==> config.mk <==
export PLATFORM = sky130hd
export DESIGN_NAME = mem_if_flat
export DESIGN_NICKNAME = d
export VERILOG_FILES = /design/src/rtl/mem_if_if.sv /design/src/rtl/mem_if.sv /design/src/flat_wrapper.sv
export SDC_FILE = /design/constraint.sdc
export NUM_CORES = 1
export LEC_CHECK = 0
export CELL_PAD_IN_SITES_DETAIL_PLACEMENT = 0
export CELL_PAD_IN_SITES_GLOBAL_PLACEMENT = 1
export CORE_MARGIN = 3
export CORE_UTILIZATION = 34
export DETAILED_ROUTE_END_ITERATION = 16
export GPL_ROUTABILITY_DRIVEN = 0
export PLACE_DENSITY = 0.86
export SETUP_SLACK_MARGIN = 0.5
export SLEW_MARGIN = 0
export SYNTH_ARGS = -nofsm -noshare
export SYNTH_HDL_FRONTEND = slang
export SYNTH_SLANG_ARGS = --single-unit
==> constraint.sdc <==
create_clock -name clk -period 3.62 [get_ports clk]
set_input_delay 0.362 -clock clk [delete_from_list [all_inputs] [get_ports clk]]
set_output_delay 0.362 -clock clk [all_outputs]
set_load 0.02 [all_outputs]
==> src/rtl/mem_if_if.sv <==
// Memory-port bundle between the LC-3b memory-interface stage and memory.
// The master drives address, data and strobes; the slave returns read data and completion.
interface mem_if_if;
    logic [15:0] mem_addr;
    logic [15:0] mem_wdata;
    logic        mem_en;
    logic        mem_we;
    logic [1:0]  mem_be;
    logic [15:0] mem_rdata;
    logic        mem_ready;

    modport master (
        output mem_addr, mem_wdata, mem_en, mem_we, mem_be,
        input  mem_rdata, mem_ready
    );

    modport slave (
        input  mem_addr, mem_wdata, mem_en, mem_we, mem_be,
        output mem_rdata, mem_ready
    );
endinterface

==> src/rtl/mem_if.sv <==
// LC-3b memory-interface stage: MAR/MDR registers plus the access FSM that runs
// word/byte accesses against a ready-handshaked memory port.
module mem_if #(
    parameter int unsigned TIMEOUT = 255
) (
    input  logic        clk,
    input  logic        rst,
    input  logic [15:0] bus_in,
    input  logic        ld_mar,
    input  logic        ld_mdr,
    input  logic        mio_en,
    input  logic        r_w,
    input  logic        data_size,
    output logic [15:0] mdr_out,
    output logic [15:0] mar_out,
    output logic        ready,
    output logic [1:0]  err,
    mem_if_if.master    mem
);

    typedef enum logic [1:0] {
        ST_IDLE = 2'd0,
        ST_BUSY = 2'd1,
        ST_DONE = 2'd2,
        ST_WAIT = 2'd3
    } state_t;

    localparam logic [1:0]  ERR_OK      = 2'b00;
    localparam logic [1:0]  ERR_UNALIGN = 2'b01;
    localparam logic [1:0]  ERR_TIMEOUT = 2'b10;
    localparam logic [15:0] CNT_LAST    = 16'(TIMEOUT - 32'd1);

    state_t      state_q, state_d;
    logic [15:0] mar_q, mar_d;
    logic [15:0] mdr_q, mdr_d;
    logic [15:0] cnt_q, cnt_d;
    logic [1:0]  err_q, err_d;
    logic        rw_q, rw_d;
    logic        size_q, size_d;
    logic        ld_ok_s;

    // Next-state, register-load and access-bookkeeping logic
    always_comb begin
        state_d = state_q;
        mar_d   = mar_q;
        mdr_d   = mdr_q;
        cnt_d   = cnt_q;
        err_d   = err_q;
        rw_d    = rw_q;
        size_d  = size_q;
        ld_ok_s = (state_q == ST_IDLE) || (state_q == ST_WAIT);

        if (ld_ok_s && ld_mar) begin
            mar_d = bus_in;
        end else begin
            mar_d = mar_q;
        end

        // Byte stores replicate the low byte so either lane carries the data
        if (ld_ok_s && ld_mdr && !mio_en) begin
            mdr_d = data_size ? bus_in : {bus_in[7:0], bus_in[7:0]};
        end else if ((state_q == ST_BUSY) && mem.mem_ready && !rw_q) begin
            mdr_d = mem.mem_rdata;
        end else begin
            mdr_d = mdr_q;
        end

        case (state_q)
            ST_IDLE: begin
                cnt_d = 16'd0;
                if (mio_en) begin
                    if (data_size && mar_q[0]) begin
                        state_d = ST_DONE;
                        err_d   = ERR_UNALIGN;
                    end else begin
                        state_d = ST_BUSY;
                        err_d   = ERR_OK;
                        rw_d    = r_w;
                        size_d  = data_size;
                    end
                end else begin
                    state_d = ST_IDLE;
                end
            end
            ST_BUSY: begin
                cnt_d = cnt_q + 16'd1;
                if (mem.mem_ready) begin
                    state_d = ST_DONE;
                    err_d   = ERR_OK;
                end else if (cnt_q == CNT_LAST) begin
                    state_d = ST_DONE;
                    err_d   = ERR_TIMEOUT;
                end else begin
                    state_d = ST_BUSY;
                end
            end
            ST_DONE: begin
                state_d = mio_en ? ST_WAIT : ST_IDLE;
            end
            ST_WAIT: begin
                state_d = mio_en ? ST_WAIT : ST_IDLE;
            end
            default: begin
                state_d = ST_IDLE;
            end
        endcase
    end

    // State and datapath registers with synchronous reset
    always_ff @(posedge clk) begin
        if (rst) begin
            state_q <= ST_IDLE;
            mar_q   <= 16'd0;
            mdr_q   <= 16'd0;
            cnt_q   <= 16'd0;
            err_q   <= ERR_OK;
            rw_q    <= 1'b0;
            size_q  <= 1'b0;
        end else begin
            state_q <= state_d;
            mar_q   <= mar_d;
            mdr_q   <= mdr_d;
            cnt_q   <= cnt_d;
            err_q   <= err_d;
            rw_q    <= rw_d;
            size_q  <= size_d;
        end
    end

    // Handshake and strobe outputs decoded purely from registered state
    always_comb begin
        ready         = (state_q == ST_DONE);
        err           = ERR_OK;
        mem.mem_en    = (state_q == ST_BUSY);
        mem.mem_we    = 1'b0;
        mem.mem_be    = 2'b00;
        mem.mem_addr  = {mar_q[15:1], 1'b0};
        mem.mem_wdata = mdr_q;
        mar_out       = mar_q;
        if (state_q == ST_DONE) begin
            err = err_q;
        end else begin
            err = ERR_OK;
        end
        if (state_q == ST_BUSY) begin
            mem.mem_we = rw_q;
            if (size_q) begin
                mem.mem_be = 2'b11;
            end else begin
                mem.mem_be = mar_q[0] ? 2'b10 : 2'b01;
            end
        end else begin
            mem.mem_we = 1'b0;
            mem.mem_be = 2'b00;
        end
    end

    // Load-data formatting for the bus gate
    always_comb begin
        mdr_out = mdr_q;
        case ({data_size, mar_q[0]})
            2'b00:   mdr_out = {{8{mdr_q[7]}}, mdr_q[7:0]};
            2'b01:   mdr_out = {{8{mdr_q[15]}}, mdr_q[15:8]};
            2'b10:   mdr_out = mdr_q;
            2'b11:   mdr_out = mdr_q;
            default: mdr_out = mdr_q;
        endcase
    end

endmodule

==> src/flat_wrapper.sv <==
// flat-port wrapper written by rule: the top's interface ports become plain ports
module mem_if_flat 
#(
    parameter int unsigned TIMEOUT = 255
)
  (clk, rst, bus_in, ld_mar, ld_mdr, mio_en, r_w, data_size, mdr_out, mar_out, ready, err, mem_mem_addr, mem_mem_wdata, mem_mem_en, mem_mem_we, mem_mem_be, mem_mem_rdata, mem_mem_ready);
  mem_if_if mem_i ();
  input  logic clk;
  input  logic rst;
  input  logic [15:0] bus_in;
  input  logic ld_mar;
  input  logic ld_mdr;
  input  logic mio_en;
  input  logic r_w;
  input  logic data_size;
  output logic [15:0] mdr_out;
  output logic [15:0] mar_out;
  output logic ready;
  output logic [1:0] err;
  output wire logic [$bits(mem_i.mem_addr)-1:0] mem_mem_addr;
  output wire logic [$bits(mem_i.mem_wdata)-1:0] mem_mem_wdata;
  output wire logic [$bits(mem_i.mem_en)-1:0] mem_mem_en;
  output wire logic [$bits(mem_i.mem_we)-1:0] mem_mem_we;
  output wire logic [$bits(mem_i.mem_be)-1:0] mem_mem_be;
  input wire logic [$bits(mem_i.mem_rdata)-1:0] mem_mem_rdata;
  input wire logic [$bits(mem_i.mem_ready)-1:0] mem_mem_ready;
  assign mem_mem_addr = mem_i.mem_addr;
  assign mem_mem_wdata = mem_i.mem_wdata;
  assign mem_mem_en = mem_i.mem_en;
  assign mem_mem_we = mem_i.mem_we;
  assign mem_mem_be = mem_i.mem_be;
  assign mem_i.mem_rdata = mem_mem_rdata;
  assign mem_i.mem_ready = mem_mem_ready;
  mem_if #(.TIMEOUT(TIMEOUT)) u_core (.clk(clk), .rst(rst), .bus_in(bus_in), .ld_mar(ld_mar), .ld_mdr(ld_mdr), .mio_en(mio_en), .r_w(r_w), .data_size(data_size), .mdr_out(mdr_out), .mar_out(mar_out), .ready(ready), .err(err), .mem(mem_i));
endmodule
==> results.rst, run 1 <==
.. list-table::
   :header-rows: 1

   * - Metric
     - Value
   * - Total core area
     - ~8000 µm²
   * - FFs w/ async S/R, synth
     - 0%
   * - First-pass GRT wire length
     - between 10 and 15 mm
   * - Crit Reg-Reg Startpoint
     - u_core.state_q[1]
   * - Post-route clock period utilization
     - 73.1%
   * - Mapped Avg Cell Area
     - approximately 8.5 µm²
   * - Maximum fanout along the worst path
     - 7
   * - Leakage power
     - approximately 0.0015 µW
   * - Synth Register Bits
     - 54
   * - R2r endpoint
     - u_core.cnt_q[15]
   * - Sort of element at the end of the critical path
     - output port
   * - CTS tree
     - yes
   * - Post-CTS setup-driven buffer insertion count
     - 0
   * - Final count of pins violating max slew
     - 0
   * - Worst Max-Slew Pin Slew
     - roughly 1.1 ns
   * - Initial core utilization
     - around 36%
   * - Most instantiated cells after synthesis
     - 54 x sky130_fd_sc_hd__dfxtp_1, 42 x sky130_fd_sc_hd__nand2_1, 28 x sky130_fd_sc_hd__a21oi_1
   * - Layout cells sized above 1
     - 6.64%
   * - Largest voltage drop on the vdd net
     - roughly 0.17 mV
   * - Post-synthesis cell area
     - a little under 3000 µm²
   * - Synthesis warning total
     - 0
   * - Number of failing setup endpoints in the final timing report
     - 0
   * - Global Route Usage Sum
     - ~17%
   * - Number of distinct library cell variants in the gate-level netlist after synthesis
     - 44
   * - Synth area leader
     - sky130_fd_sc_hd__dfxtp_1
   * - Number of global-route vias before repair
     - 2493
   * - Grt total ovfl
     - 0
   * - Multi-input gate area
     - ~1600 µm²
   * - Worst hold-check slack
     - approximately 0.48 ns
   * - Clock slew seen by the registers of the worst setup and hold paths
     - 0.10 ns
   * - Number of antenna violations at the first check in global routing
     - 0
   * - Number of nets in the synthesized netlist
     - between 300 and 400
   * - Vertical die dimension
     - slightly below 100 µm
   * - Worst-case reg-to-reg path depth
     - 6
   * - Avg WL per Cell
     - about 16 µm
   * - CP Capture Point
     - mdr_out[3]
   * - N_diodes
     - 0
   * - Area added between synthesis and finish
     - 39.2%
   * - Beginning of the critical path
     - u_core.mar_out[0]
   * - Post-Route Skew
     - about 0.0073 ns
   * - Max-capacitance violation count
     - 0
   * - Maximum clock frequency
     - between 300 and 400 MHz
   * - Detailed-route via count
     - between 2000 and 3000
   * - Worst-skew pair later-pin latency
     - 0.31 ns
   * - Setup slack on the worst flop-to-flop path
     - 1.22 ns
   * - Via-to-Cell Ratio
     - roughly 5.1
   * - Post_cts resized
     - 0
   * - DR DRC count
     - 0
   * - H-tree depth
     - 2
   * - Routed wire length
     - between 8 and 9 mm
   * - Unrepaired setup endpoints after global routing
     - no
   * - Quantity of hold-fixing buffers added after cts
     - 0
   * - Pin count of the biggest net entering global routing
     - between 60 and 70
   * - X dimension of the die
     - about 98 µm
   * - Input/output buffers
     - around 110
   * - Final #Nets
     - about 470
   * - Hold violation total from the final report
     - 0
   * - HPWL after detailed placement
     - 6.11 mm
   * - Type of the tightest min-delay check
     - register to register
   * - Post-synth top area share
     - 37.5%
   * - Startpoint of the most critical hold path
     - u_core.mar_out[10]
   * - Clock tree buffer depth
     - 2
   * - TritonCTS Buffers
     - 5
   * - Top-Level Pins
     - roughly 110
   * - Arrival time of the worst setup path
     - ~2.3 ns
   * - Portion of the post-synthesis area used by sequential elements
     - 37.5%
   * - Cell types with the largest area share after synthesis
     - sky130_fd_sc_hd__dfxtp_1 38%, sky130_fd_sc_hd__mux2i_1 6.6%, sky130_fd_sc_hd__a211oi_1 6.3%
   * - Setup crit start kind
     - register
   * - FILL cells
     - 760
   * - Floorplan row count
     - 32
   * - Number of synthesized flops with an enable pin
     - 0
   * - Number of design-rule violations left by the first detailed-router iteration
     - approximately 130
   * - Flip-flop cell with the highest count after synthesis
     - sky130_fd_sc_hd__dfxtp_1
   * - Clock Root Buffer
     - sky130_fd_sc_hd__clkbuf_8
   * - Clock tree sinks
     - 54
   * - Power density over the cells
     - approximately 370 nW/µm²
   * - Overall die area
     - around 9600 µm²
   * - Number of cells in the design after placement
     - a little over 500
   * - Sum Neg Setup Slack
     - 0 ns
   * - First drt pass iteration count
     - 4
   * - Worst hold path cell count
     - 2
   * - Antenna viol nets, final
     - 0
   * - Worst EP required
     - ~3.3 ns
   * - Worst setup path class
     - register to output port
   * - Most common cell in the synthesized netlist
     - sky130_fd_sc_hd__dfxtp_1
   * - Register Area
     - ~1100 µm²
   * - Gate count after technology mapping
     - ~340
   * - Relative max-transition margin
     - 26.6%
   * - Final worst path period need
     - around 2.6 ns
   * - Number of non-filler instances in the completed layout
     - 524
   * - Run status
     - completed
==> worst min path at each step <==
| stage | endpoint | slack [ns] |
|---|---|---|
| final | u_core.mar_out[10] | 0.48 |
| after global placement | u_core.err_q[1] | 0.46 |
| after CTS | u_core.mar_out[10] | 0.48 |
| after global routing | u_core.mar_out[1] | 0.51 |
| after floorplan | u_core.err_q[1] | 0.44 |
| after detailed placement | u_core.err_q[1] | 0.46 |
==> logic make-up (layout without fill, tap and decap cells) <==
| family | after synthesis | after routing | synth area share (%) |
|---|---|---|---|
| flip-flops | 54 | 54 | 37.5 |
| AO/OA/AOI/OAI | 75 | 75 | 17.1 |
| other | 1 | 1 | 0.130 |
| buffers and inverters | 46 | 127 | 8.55 |
| AND/OR/NAND/NOR | 123 | 123 | 21.2 |
| adder cells (fa/ha/maj) | 6 | 6 | 2.60 |
| multiplexers | 32 | 32 | 11.7 |
| XOR/XNOR | 4 | 4 | 1.22 |
==> registers in the layout, summed over array words and instances, names as in the netlist <==
register,flops
u_core.cnt_q,16
u_core.err_q,2
u_core.mar_out,16
u_core.mem.mem_wdata,16
u_core.rw_q,1
u_core.size_q,1
u_core.state_q,2
==> cells in the final DEF, fill, tap and decap left out, types with 2 or more instances in the layout <==
cell | Yosys | final
sky130_fd_sc_hd__a211oi_1 | 24 | 24
sky130_fd_sc_hd__a21o_1 | 8 | 8
sky130_fd_sc_hd__a21oi_1 | 28 | 28
sky130_fd_sc_hd__and2_1 | 4 | 4
sky130_fd_sc_hd__buf_4 | 17 | 4
sky130_fd_sc_hd__clkbuf_8 | 0 | 5
sky130_fd_sc_hd__clkdlybuf4s50_1 | 0 | 108
sky130_fd_sc_hd__dfxtp_1 | 54 | 54
sky130_fd_sc_hd__ha_1 | 6 | 6
sky130_fd_sc_hd__inv_1 | 6 | 6
sky130_fd_sc_hd__mux2_2 | 13 | 13
sky130_fd_sc_hd__mux2i_1 | 19 | 19
sky130_fd_sc_hd__nand2_1 | 42 | 42
sky130_fd_sc_hd__nand2b_1 | 4 | 4
sky130_fd_sc_hd__nand3_1 | 6 | 6
sky130_fd_sc_hd__nand3b_1 | 2 | 2
sky130_fd_sc_hd__nand4_1 | 3 | 3
sky130_fd_sc_hd__nor2_1 | 23 | 23
sky130_fd_sc_hd__nor2b_1 | 11 | 11
sky130_fd_sc_hd__nor3_1 | 9 | 9
sky130_fd_sc_hd__nor3b_1 | 3 | 3
sky130_fd_sc_hd__nor4_1 | 4 | 4
sky130_fd_sc_hd__o211ai_1 | 3 | 3
sky130_fd_sc_hd__o21ai_0 | 2 | 2
sky130_fd_sc_hd__o31ai_1 | 2 | 2
sky130_fd_sc_hd__or3_1 | 6 | 6
sky130_fd_sc_hd__or4_1 | 2 | 2
sky130_fd_sc_hd__xnor2_1 | 3 | 3
==> area by class of cell <==
type	count	share of cell area, %
Sequential cell	54	26.9
Tap cell	102	3.18
Inverter	6	0.561
Multi-Input combinational cell	241	38.8
Timing Repair Buffer	113	27.8
Clock buffer	6	1.81
Clock inverter	2	0.935
==> worst max-delay path: stages (launching register included) <==
cell and delay, ns:
sky130_fd_sc_hd__dfxtp_1 0.50, sky130_fd_sc_hd__nor2b_1 0.38, sky130_fd_sc_hd__buf_4 0.22, sky130_fd_sc_hd__mux2_2 0.34, sky130_fd_sc_hd__clkdlybuf4s50_1 0.54
==> power by group <==
| part | switching [µW] | leakage (µW) | internal, µW |
|---|---|---|---|
| Combinational | 215 | 0.00104 | 204 |
| Clock | 198 | 0.0000514 | 207 |
| Sequential | 30.3 | 0.000441 | 628 |
==> per-stage QoR <==
step	instance area [µm²]	worst slack, ns	power [µW]	utilization, %
4_1_cts	4010	0.950	1500	50.4
5_1_grt	4010	0.860	1550	50.4
3_5_place_dp	3900	1.01	1090	49.0
6_report	4010	0.973	1480	50.4
3_3_place_gp	3900	1.04	1090	49.0
2_1_floorplan	2880	1.52	905	-
==> routing by layer <==
layer  global-route usage (%)  up-vias  wire length [µm]
met4                     3.83        0                80
li1                         -     1353                 -
met1                     23.8     1262              3990
met2                     26.0       68              3680
met3                     2.71        7               380
met5                        0        -                 0
(Power assumes the default switching activity.)
==> inputs of run 2 (changes only) <==
--- a/config.mk
+++ b/config.mk
@@ -8,10 +8,10 @@
 export CELL_PAD_IN_SITES_DETAIL_PLACEMENT = 0
 export CELL_PAD_IN_SITES_GLOBAL_PLACEMENT = 1
 export CORE_MARGIN = 3
-export CORE_UTILIZATION = 34
+export CORE_UTILIZATION = 32
 export DETAILED_ROUTE_END_ITERATION = 16
 export GPL_ROUTABILITY_DRIVEN = 0
-export PLACE_DENSITY = 0.86
+export PLACE_DENSITY = 0.81
 export SETUP_SLACK_MARGIN = 0.5
 export SLEW_MARGIN = 0
 export SYNTH_ARGS = -nofsm -noshare
==> constraint.sdc (replaced) <==
create_clock -name clk -period 2.6 [get_ports clk]
set_input_delay 0.26 -clock clk [delete_from_list [all_inputs] [get_ports clk]]
set_output_delay 0.26 -clock clk [all_outputs]
set_load 0.02 [all_outputs]
==> results.rst, run 2 (same netlist as run 1, synthesis figures left out) <==
.. list-table::
   :header-rows: 1

   * - Metric
     - Value
   * - Worst Setup Slack, final
     - 0.600 ns (-0.373 ns)
   * - Number of failing setup endpoints in the final timing report
     - 0 (unchanged)
   * - Input/output buffers
     - 109 (unchanged)
   * - Internal power component
     - 1440 µW (+39%)
   * - Total core area
     - 8460 µm² (+6.2%)
   * - Global Route Usage Sum
     - 16.9% (+0.32 points)
   * - Arrival time of the worst setup path
     - 1.74 ns (-0.54 ns)
   * - Unrepaired setup endpoints after global routing
     - no
   * - Run status
     - completed
   * - Crit-path slowest cell
     - sky130_fd_sc_hd__clkdlybuf4s50_1
   * - CP max stage delay
     - 0.53 ns (about the same)
   * - Antenna viol nets, final
     - 0 (unchanged)
   * - TritonCTS Buffers
     - 5 (unchanged)
   * - Final instance area
     - 4080 µm² (+1.7%)
   * - Area post-placement
     - 3960 µm² (+1.4%)
   * - Clock tree buffer depth
     - 2 (unchanged)
   * - Via-to-Cell Ratio
     - 5.08 (-1.0%)
   * - Post-route clock period utilization
     - slightly below 80%
   * - H-tree depth
     - 2 (unchanged)
   * - Floorplan row count
     - 33 (+3.1%)
   * - Worst-skew pair later-pin latency
     - 0.31 ns (about the same)
   * - Overall die area
     - 10200 µm² (+5.9%)
   * - Top-Level Pins
     - 111 (unchanged)
   * - Layout cells sized above 1
     - 9.09% (+2.5 points)
   * - N_diodes
     - 0 (unchanged)
   * - Sort of element at the end of the critical path
     - output port
   * - Sum Neg Setup Slack
     - 0 ns (unchanged)
   * - Setup crit start kind
     - register
   * - Final worst path period need
     - roughly 2 ns
   * - Maximum fanout along the worst path
     - 4 (-3)
   * - Worst setup path class
     - register to output port
   * - Detailed-route via count
     - 2714 (+0.89%)
   * - DP Worst Slack
     - 0.266 ns (-0.745 ns)
   * - Clock slew seen by the registers of the worst setup and hold paths
     - 0.10 ns (about the same)
   * - Sw Share
     - 30.6% (+0.64 points)
   * - Post-Route Skew
     - 0.0142 ns (+0.00692 ns)
   * - Grt total ovfl
     - 0 (unchanged)
   * - Number of design-rule violations left by the first detailed-router iteration
     - 96 (-25%)
   * - Combinational group share of total power
     - 28.2% (about the same)
   * - DR DRC count
     - 0 (unchanged)
   * - Family with the most delay on the worst path
     - buffers and inverters
   * - Worst Max-Slew Pin Slew
     - 0.849 ns (-0.252 ns)
   * - Routed wire length
     - 8.65 mm (+6.4%)
   * - Leakage power
     - 0.00170 µW (+11%)
   * - Final #Nets
     - 474 (+1.5%)
   * - Max-capacitance violation count
     - 0 (unchanged)
   * - Proportion of power drawn by flip-flops and latches
     - 44.2% (-0.2 points)
   * - HPWL after detailed placement
     - 6.49 mm (+6.2%)
   * - Number of non-filler instances in the completed layout
     - 534 (+1.9%)
   * - Vertical die dimension
     - 101 µm (+2.9%)
   * - Type of the tightest min-delay check
     - register to register
   * - CTS tree
     - yes
   * - Clock tree sinks
     - 54 (unchanged)
   * - Final count of pins violating max slew
     - 0 (unchanged)
   * - Number of global-route vias before repair
     - 2664 (+6.9%)
   * - Hold violation total from the final report
     - 0 (unchanged)
   * - Crit-path cells
     - inv_1, ha_1, and2_1, clkdlybuf4s50_1
   * - Initial core utilization
     - 34.1% (-2.1 points)
   * - Worst EP required
     - 2.34 ns (-0.92 ns)
   * - X dimension of the die
     - 101 µm (+2.9%)
   * - First drt pass iteration count
     - 4 (unchanged)
   * - Largest voltage drop on the vdd net
     - 0.195 mV (+16%)
   * - Top library cells by usage in the layout, fill and taps aside
     - 87 x sky130_fd_sc_hd__clkdlybuf4s50_1, 53 x sky130_fd_sc_hd__dfxtp_1, 42 x sky130_fd_sc_hd__nand2_1
   * - Power density over the cells
     - 508 nW/µm² (+38%)
   * - First-pass GRT wire length
     - 13.8 mm (+5.8%)
   * - Relative max-transition margin
     - 42.9% (+16 points)
   * - Area added between synthesis and finish
     - 41.5%
   * - Total net switching power
     - 633 µW (+43%)
   * - Clock Root Buffer
     - sky130_fd_sc_hd__clkbuf_8
   * - Maximum clock frequency
     - 500 MHz
   * - Clk pwr share
     - 27.6% (+0.3 points)
   * - Number of antenna violations at the first check in global routing
     - 0 (unchanged)
   * - Number of cells in the design after placement
     - 526 (+1.9%)
   * - Most common cell after layout, fill and taps aside
     - sky130_fd_sc_hd__clkdlybuf4s50_1
   * - Pin count of the biggest net entering global routing
     - 47 (-23%)
   * - Avg WL per Cell
     - 16.2 µm (+4.4%)
   * - Number of buffer and inverter instances along the worst setup path
     - 2 (unchanged)
## run 2: power by group through the flow
stage / logic (µW) / registers, µW / clock network [µW]
CTS: 589 / 917 / 586
floorplan: 284 / 975 / 0
detailed placement: 602 / 936 / 0
global route: 629 / 926 / 618
global placement: 599 / 934 / 0
finish: 585 / 917 / 571
## run 2: tightest hold or removal path, cell delays in order, from the launching register on
cell and delay (ns):
sky130_fd_sc_hd__dfxtp_1 0.34, sky130_fd_sc_hd__nand2_1 0.06, sky130_fd_sc_hd__a21oi_1 0.05
## run 2: metal layers
layer,vias to the layer above,global-route usage [%],wire (µm)
met4,0,4.50,144
met3,10,3.11,451
li1,1365,-,-
met5,-,0,0
met2,69,26.1,3930
met1,1270,24.0,4120
## run 2: path summary, 6_finish.rpt
path              slack (ns)           endpoint  depth (start not counted)              start
setup / recovery        0.60             err[1]                          4  u_core.state_q[0]
hold / removal          0.48  u_core.mar_out[2]                          2  u_core.mar_out[2]
setup reg to reg        0.70   u_core.cnt_q[14]                          5    u_core.cnt_q[0]
hold reg to reg         0.48  u_core.mar_out[2]                          2  u_core.mar_out[2]
## run 2: what timing repair did
| action | in CTS | in global routing |
|---|---|---|
| gates cloned | 0 | 0 |
| setup endpoints to repair | 19 | 10 |
| hold buffers | 0 | 0 |
| resized for setup | 22 | 6 |
| buffers inserted | 0 | 0 |
| pin swaps | 0 | 0 |
## run 2: final cells by class
class                      count  area (µm²)
fill                         825        4380
clock inverter                 2        37.5
multi-input combinational    241        1570
tap                          105         131
timing repair buffer         120        1160
sequential                    54        1080
clock buffer                   6        72.6
inverter                       6        22.5
## run 2: stage by stage
step                      hold WS (ns)  util, %  power (µW)
final                            0.480     48.2        2070
after global routing             0.507     48.2        2170
after CTS                        0.482     48.0        2090
after detailed placement         0.462     46.8        1540
after global placement           0.460     46.8        1530
after floorplan                  0.396        -        1260
